`src/rtl/uart_pkg.sv`:
```
// Shared encodings for the UART TX scheduler: sequencer states, arbiter grants
// and the default FIFO sizing.
package uart_pkg;

   localparam int FIFO_AW_DEF = 4;

   typedef enum logic [1:0] {
      S_IDLE    = 2'd0,
      S_LOAD    = 2'd1,
      S_SEND    = 2'd2,
      S_RELEASE = 2'd3
   } seq_state_e;

   typedef enum logic {
      GNT_CPU = 1'b0,
      GNT_DBG = 1'b1
   } grant_e;

endpackage

```
`src/rtl/uart_tx_scheduler_sync_fifo.sv`:
```
// Synchronous circular FIFO with registered read data, occupancy count and a
// single-cycle flush. Also intended for RX buffering.
module sync_fifo #(
   parameter int DW = 8,
   parameter int AW = 4
) (
   input  logic          clk_i,
   input  logic          rst_i,
   input  logic          push_i,
   input  logic [DW-1:0] wdata_i,
   input  logic          pop_i,
   input  logic          flush_i,
   output logic [DW-1:0] rdata_o,
   output logic [AW:0]   count_o,
   output logic          empty_o,
   output logic          full_o
);

   localparam int DEPTH = 2 ** AW;

   logic [DW-1:0] mem_q [DEPTH];
   logic [AW-1:0] wr_ptr_q, wr_ptr_d;
   logic [AW-1:0] rd_ptr_q, rd_ptr_d;
   logic [AW:0]   count_q, count_d;
   logic [DW-1:0] rdata_q;
   logic          do_push, do_pop;

   assign empty_o = (count_q == '0);
   assign full_o  = (count_q == (AW+1)'(DEPTH));
   assign count_o = count_q;
   assign rdata_o = rdata_q;

   // Full blocks a push even when a pop frees a slot in the same cycle.
   assign do_push = push_i & ~full_o & ~flush_i;
   assign do_pop  = pop_i & ~empty_o;

   always_comb begin
      wr_ptr_d = wr_ptr_q;
      rd_ptr_d = rd_ptr_q;
      count_d  = count_q;
      if (do_push) wr_ptr_d = wr_ptr_q + 1'b1;
      if (flush_i) begin
         // A coincident pop still reads out its entry; the rest are dropped.
         rd_ptr_d = wr_ptr_q;
         count_d  = '0;
      end else begin
         if (do_pop) rd_ptr_d = rd_ptr_q + 1'b1;
         if (do_push && !do_pop)      count_d = count_q + 1'b1;
         else if (!do_push && do_pop) count_d = count_q - 1'b1;
      end
   end

   always_ff @(posedge clk_i or posedge rst_i) begin
      if (rst_i) begin
         wr_ptr_q <= '0;
         rd_ptr_q <= '0;
         count_q  <= '0;
         rdata_q  <= '0;
      end else begin
         wr_ptr_q <= wr_ptr_d;
         rd_ptr_q <= rd_ptr_d;
         count_q  <= count_d;
         if (do_pop) rdata_q <= mem_q[rd_ptr_q];
      end
   end

   always_ff @(posedge clk_i) begin
      if (do_push) mem_q[wr_ptr_q] <= wdata_i;
   end

endmodule

```
`src/rtl/uart_tx_scheduler.sv`:
```
// Shares one 8N1 UART transmitter between the CPU and debug byte sources:
// round-robin arbitration into a TX FIFO, drained via the DV/Done handshake.
module uart_tx_scheduler
   import uart_pkg::*;
#(
   parameter int FIFO_AW = FIFO_AW_DEF
) (
   input  logic             i_Clock,
   input  logic             reset,
   input  logic             cpu_valid,
   input  logic [7:0]       cpu_data,
   output logic             cpu_ready,
   input  logic             dbg_valid,
   input  logic [7:0]       dbg_data,
   output logic             dbg_ready,
   input  logic             flush,
   output logic [FIFO_AW:0] fifo_count,
   output logic             fifo_empty,
   output logic             fifo_full,
   output logic             busy,
   output logic             tx_dv,
   output logic [7:0]       tx_byte,
   input  logic             tx_done,
   input  logic             tx_active
);

   seq_state_e state_q, state_d;
   grant_e     last_q, last_d;
   logic [7:0] tx_byte_q, tx_byte_d;
   logic [7:0] fifo_rdata, push_data;
   logic       arb_ok, cpu_push, dbg_push, push, pop;
   logic       unused_tx_active;

   assign unused_tx_active = tx_active;

   // Arbiter: the requester that did not win last time has priority on a tie.
   assign arb_ok    = ~fifo_full & ~flush;
   assign cpu_ready = arb_ok & (~dbg_valid | (last_q == GNT_DBG));
   assign dbg_ready = arb_ok & (~cpu_valid | (last_q == GNT_CPU));
   assign cpu_push  = cpu_valid & cpu_ready;
   assign dbg_push  = dbg_valid & dbg_ready;
   assign push      = cpu_push | dbg_push;
   assign push_data = cpu_push ? cpu_data : dbg_data;

   always_comb begin
      last_d = last_q;
      if (cpu_push)      last_d = GNT_CPU;
      else if (dbg_push) last_d = GNT_DBG;
   end

   sync_fifo #(
      .DW (8),
      .AW (FIFO_AW)
   ) u_fifo (
      .clk_i   (i_Clock),
      .rst_i   (reset),
      .push_i  (push),
      .wdata_i (push_data),
      .pop_i   (pop),
      .flush_i (flush),
      .rdata_o (fifo_rdata),
      .count_o (fifo_count),
      .empty_o (fifo_empty),
      .full_o  (fifo_full)
   );

   // Sequencer. S_RELEASE waits for Done to drop: the transmitter keeps Done
   // high one cycle into its idle state, so a fresh DV there would look done.
   always_comb begin
      state_d   = state_q;
      tx_byte_d = tx_byte_q;
      pop       = 1'b0;
      case (state_q)
         S_IDLE: begin
            if (!fifo_empty) begin
               pop     = 1'b1;
               state_d = S_LOAD;
            end
         end
         S_LOAD: begin
            tx_byte_d = fifo_rdata;
            state_d   = S_SEND;
         end
         S_SEND: begin
            if (tx_done) state_d = S_RELEASE;
         end
         S_RELEASE: begin
            if (!tx_done) state_d = S_IDLE;
         end
         default: state_d = S_IDLE;
      endcase
   end

   always_ff @(posedge i_Clock or posedge reset) begin
      if (reset) begin
         state_q   <= S_IDLE;
         last_q    <= GNT_DBG;
         tx_byte_q <= 8'h00;
      end else begin
         state_q   <= state_d;
         last_q    <= last_d;
         tx_byte_q <= tx_byte_d;
      end
   end

   assign tx_dv   = (state_q == S_SEND);
   assign tx_byte = tx_byte_q;
   assign busy    = (state_q != S_IDLE) | ~fifo_empty;

endmodule

```
`config.mk`:
```
export PLATFORM = sky130hd
export DESIGN_NAME = uart_tx_scheduler
export DESIGN_NICKNAME = d
export VERILOG_FILES = /design/src/rtl/uart_pkg.sv /design/src/rtl/uart_tx_scheduler_sync_fifo.sv /design/src/rtl/uart_tx_scheduler.sv
export SDC_FILE = /design/constraint.sdc
export NUM_CORES = 1
export LEC_CHECK = 0
export ABC_AREA = 1
export CAP_MARGIN = 20
export CORE_MARGIN = 2
export CORE_UTILIZATION = 64
export CTS_CLUSTER_SIZE = 10
export DETAILED_ROUTE_END_ITERATION = 10
export PLACE_DENSITY = 0.85
export SETUP_SLACK_MARGIN = 0.3
export SLEW_MARGIN = 25
export SYNTH_ARGS = -nofsm -noshare
export SYNTH_HDL_FRONTEND = slang
export SYNTH_SLANG_ARGS = --single-unit
```
`constraint.sdc`:
```
create_clock -name i_Clock -period 4.8 [get_ports i_Clock]
set_clock_uncertainty 0.1 [all_clocks]
set_input_delay 0.96 -clock i_Clock [delete_from_list [all_inputs] [get_ports i_Clock]]
set_output_delay 0.96 -clock i_Clock [all_outputs]
set_load 0.01 [all_outputs]
```
==> impl_metrics.toml <==
[run_status]
status = "completed"

[synthesis]
synthArstFlopShare_pct = 20.0
total_of_warnings_raised_by_yosys = 0
synthTopCellsByCount = "128 x sky130_fd_sc_hd__edfxtp_1, 114 x sky130_fd_sc_hd__nor2_1, 71 x sky130_fd_sc_hd__nand2_1"
syn_inst = 585
synth_edf_count = 128
synthesis.area_per_instance_sq_um = 11.9
ys_dominant_reg_cell = "sky130_fd_sc_hd__edfxtp_1"
synth_nets = 623
yosysMostFrequentCell = "sky130_fd_sc_hd__edfxtp_1"
synth.yosys.seq_area_share_pct = 66.6
yosysTopAreaCellShare_pct = 55.1
synth-seq-cells = 160
syn_area_sq_um = 6980
synth.lib_cells_used.distinct = 38
post-synth-top-area-cell = "sky130_fd_sc_hd__edfxtp_1"
largest_cells_by_area_after_synthesis = "sky130_fd_sc_hd__edfxtp_1 55%, sky130_fd_sc_hd__dfrtp_1 11%, sky130_fd_sc_hd__nor2_1 6.1%"

[flow_run]
cap_violations = 0

[sta]
max_clock_freq_mhz = 273
fin_crit_ns = 3.66
layout_worst_path_cycle_share_pct = 76.3
worst_hold_slack_ns = 0.380
summed_negative_setup_slack_over_all_endpoints_ns = 0
setup_ws_ns = 1.14
grt_setup_unrepaired = "no"
worst_slew_pin_slew_ns = 0.965
maxSlewHeadroom_pct = 35.5
timing_max_transition_violations_final = 0
timing.final.hold_violations = 0
final_count_of_negative_setup_slack_endpoints = 0

[worst_setup_path]
peak_per_stage_delay_on_the_critical_path_ns = 0.73
critPathKind = "input port to output pin"
slowest_stage = "sky130_fd_sc_hd__clkdlybuf4s50_1"
rr_worst_depth = 8
critical_path.reg2reg.endpoint = "u_fifo.rdata_o[1]"
critical_path_arrival_ns = 2.60
critPathMostFrequentCell = "sky130_fd_sc_hd__clkdlybuf4s50_1"
worst-path-max-fanout = 9
setup.worst_path.start_class = "input port"
type_of_destination_of_the_critical_path = "output pin"
worstPathCellList = "clkdlybuf4s50_1 -> clkinv_2 -> nand2_1 -> a21oi_1 -> clkdlybuf4s50_1"
reg2reg_setup_slack_ns = 1.70
r2r_start = "u_fifo.rd_ptr_q[0]"
worstPathRequired_ns = 3.74

[clock_tree]
cts_max_path_buffers = 2
postCtsSetupBuffers = 0
cts_max_level = 4
cts-buffers-inserted = 17
cts_resized = 0
cts_hold_buf = 0
clock-root-buffer = "sky130_fd_sc_hd__clkbuf_8"
tritoncts = "built"
clock_insertion_delay_worst_skew_ns = 0.54
clk_transition_reported_paths_ns = 0.06
cts_num_sinks = 160

[final_layout]
fin_util_pct = 73.6
final_net_count = 656
final_layout_size_suffix_gt1_share_pct = 10.5
stdcell_area_sq_um = 7900
areaGrowthSynthToFinish_pct = 13.3
diodes = 0

[hold_path]
hold_path.startpoint = "u_fifo.rdata_o[1]"
hold_path.class = "flip-flop to flip-flop"
end_of_the_worst_hold_path = "u_fifo.rdata_o[1]"
min_delay_path_depth = 2

[power_and_ir_drop]
power_density_nw_per_um2 = 601
clockPowerShare_pct = 25.3
sequentialPowerShare_pct = 39.9
vdd.ir_drop.worst_mv = 0.436
internal_power_w = 0.00299
p_sw_w = 0.00176
pwr-share-comb_pct = 34.7
p_leak_nw = 2.90
power_switching_share_pct = 37.1

[drt]
dr.first_iter.drc_count = 500
wl_per_cell_microns = 19.9
drt_wl_total_mm = 15.3
vias_per_cell = 6.12
via_count = 4715
drt_pass1_iterations = 8
final_routed_drc_violation_total = 0
postRouteAntennaNets = 0

[place]
post_dp_cell_area_sq_um = 7380
hpwl_mm = 9.25
io_buffer_count = 40
gp_routability_congestion = 0.811
pre_cts_slack_ns = 1.09

[global_route]
grt.total_usage_pct = 27.3
grt_pass1_wl_mm = 23.6
grt_start_max_net_pins = 68
grt_overflow = 0
antenna_found_initial = 0
grt_pass1_vias = 4694

[floorplan]
coreArea_sq_um = 10700
die_height_microns = 108
fp-row-count = 38
ioPinCount = 42
initial_core_util_pct = 64.9
die_area_sq_um = 11800
fp.dieW_microns = 108
## power groups by stage
| stage | logic (W) | clock network, W | registers (W) |
|---|---|---|---|
| floorplan | 0.00121 | 0 | 0.00186 |
| finish | 0.00165 | 0.00120 | 0.00189 |
| global placement | 0.00151 | 0 | 0.00190 |
| CTS | 0.00163 | 0.00120 | 0.00189 |
| global route | 0.00182 | 0.00125 | 0.00192 |
| detailed placement | 0.00160 | 0 | 0.00191 |
## per-layer routing
layer,vias to the layer above,track usage (%),wire length [microns]
li1,2131,-,-
met1,2311,34.1,6080
met2,229,47.1,7990
met3,44,4.58,856
met4,0,11.6,401
met5,-,0,0
## worst max-delay path, delay by kind of cell
kind,cells,cell delay (ns)
buffers and inverters,3,1.45
AO/OA/AOI/OAI,1,0.05
AND/OR/NAND/NOR,1,0.15
## worst max path at each step
stage / startpoint / end / slack (ns) / depth (start not counted)
after floorplan: flush / u_fifo.mem_q[11][0] / 2.02 / 7
after global placement: flush / dbg_ready / 1.17 / 5
after detailed placement: flush / u_fifo.mem_q[4][5] / 1.09 / 6
after CTS: flush / cpu_ready / 1.13 / 5
after global routing: flush / cpu_ready / 1.07 / 5
final: flush / cpu_ready / 1.14 / 5
## through the flow
step                power (W)  instances
CTS                   0.00472        771
global placement      0.00341        739
floorplan             0.00307        585
finish                0.00475        771
global route          0.00498        771
detailed placement    0.00352        739
## cells in the final DEF (no fill, tap or decap), drive strengths merged, types with 9 or more instances in the layout
master         count
a21oi              9
nand2             73
edfxtp           128
nand3             24
o211ai            33
mux2              16
nor2             116
o21ai             70
dfrtp             31
inv               19
clkdlybuf4s50     40
clkinv            12
clkbuf            20
ha                14
## registers in the layout (all words and copies together), names as in the netlist
name	cells
last_q	1
state_q	2
u_fifo.rdata_o	8
u_fifo.mem_q	128
u_fifo.wr_ptr_q	4
tx_byte	8
u_fifo.count_o	5
u_fifo.rd_ptr_q	4
## cell type report
type                            instances  area (sq um)
Tap cell                              140           175
Clock buffer                           20           425
Timing Repair Buffer                   44           430
Multi-Input combinational cell        372          2040
Clock inverter                         12          95.1
Fill cell                             707          2840
Inverter                               23          88.8
Sequential cell                       160          4650
## kinds of logic after synthesis
group | count (synthesis) | synth area share (%)
AOI/OAI and AO/OA | 114 | 9.78
buffers and inverters | 53 | 4.11
and+or+nand+nor | 221 | 13.4
DFF | 160 | 66.6
muxes | 17 | 2.73
adders and majority gates | 15 | 2.80
xor gates and xnor gates | 5 | 0.628
(Power assumes the default switching activity.)
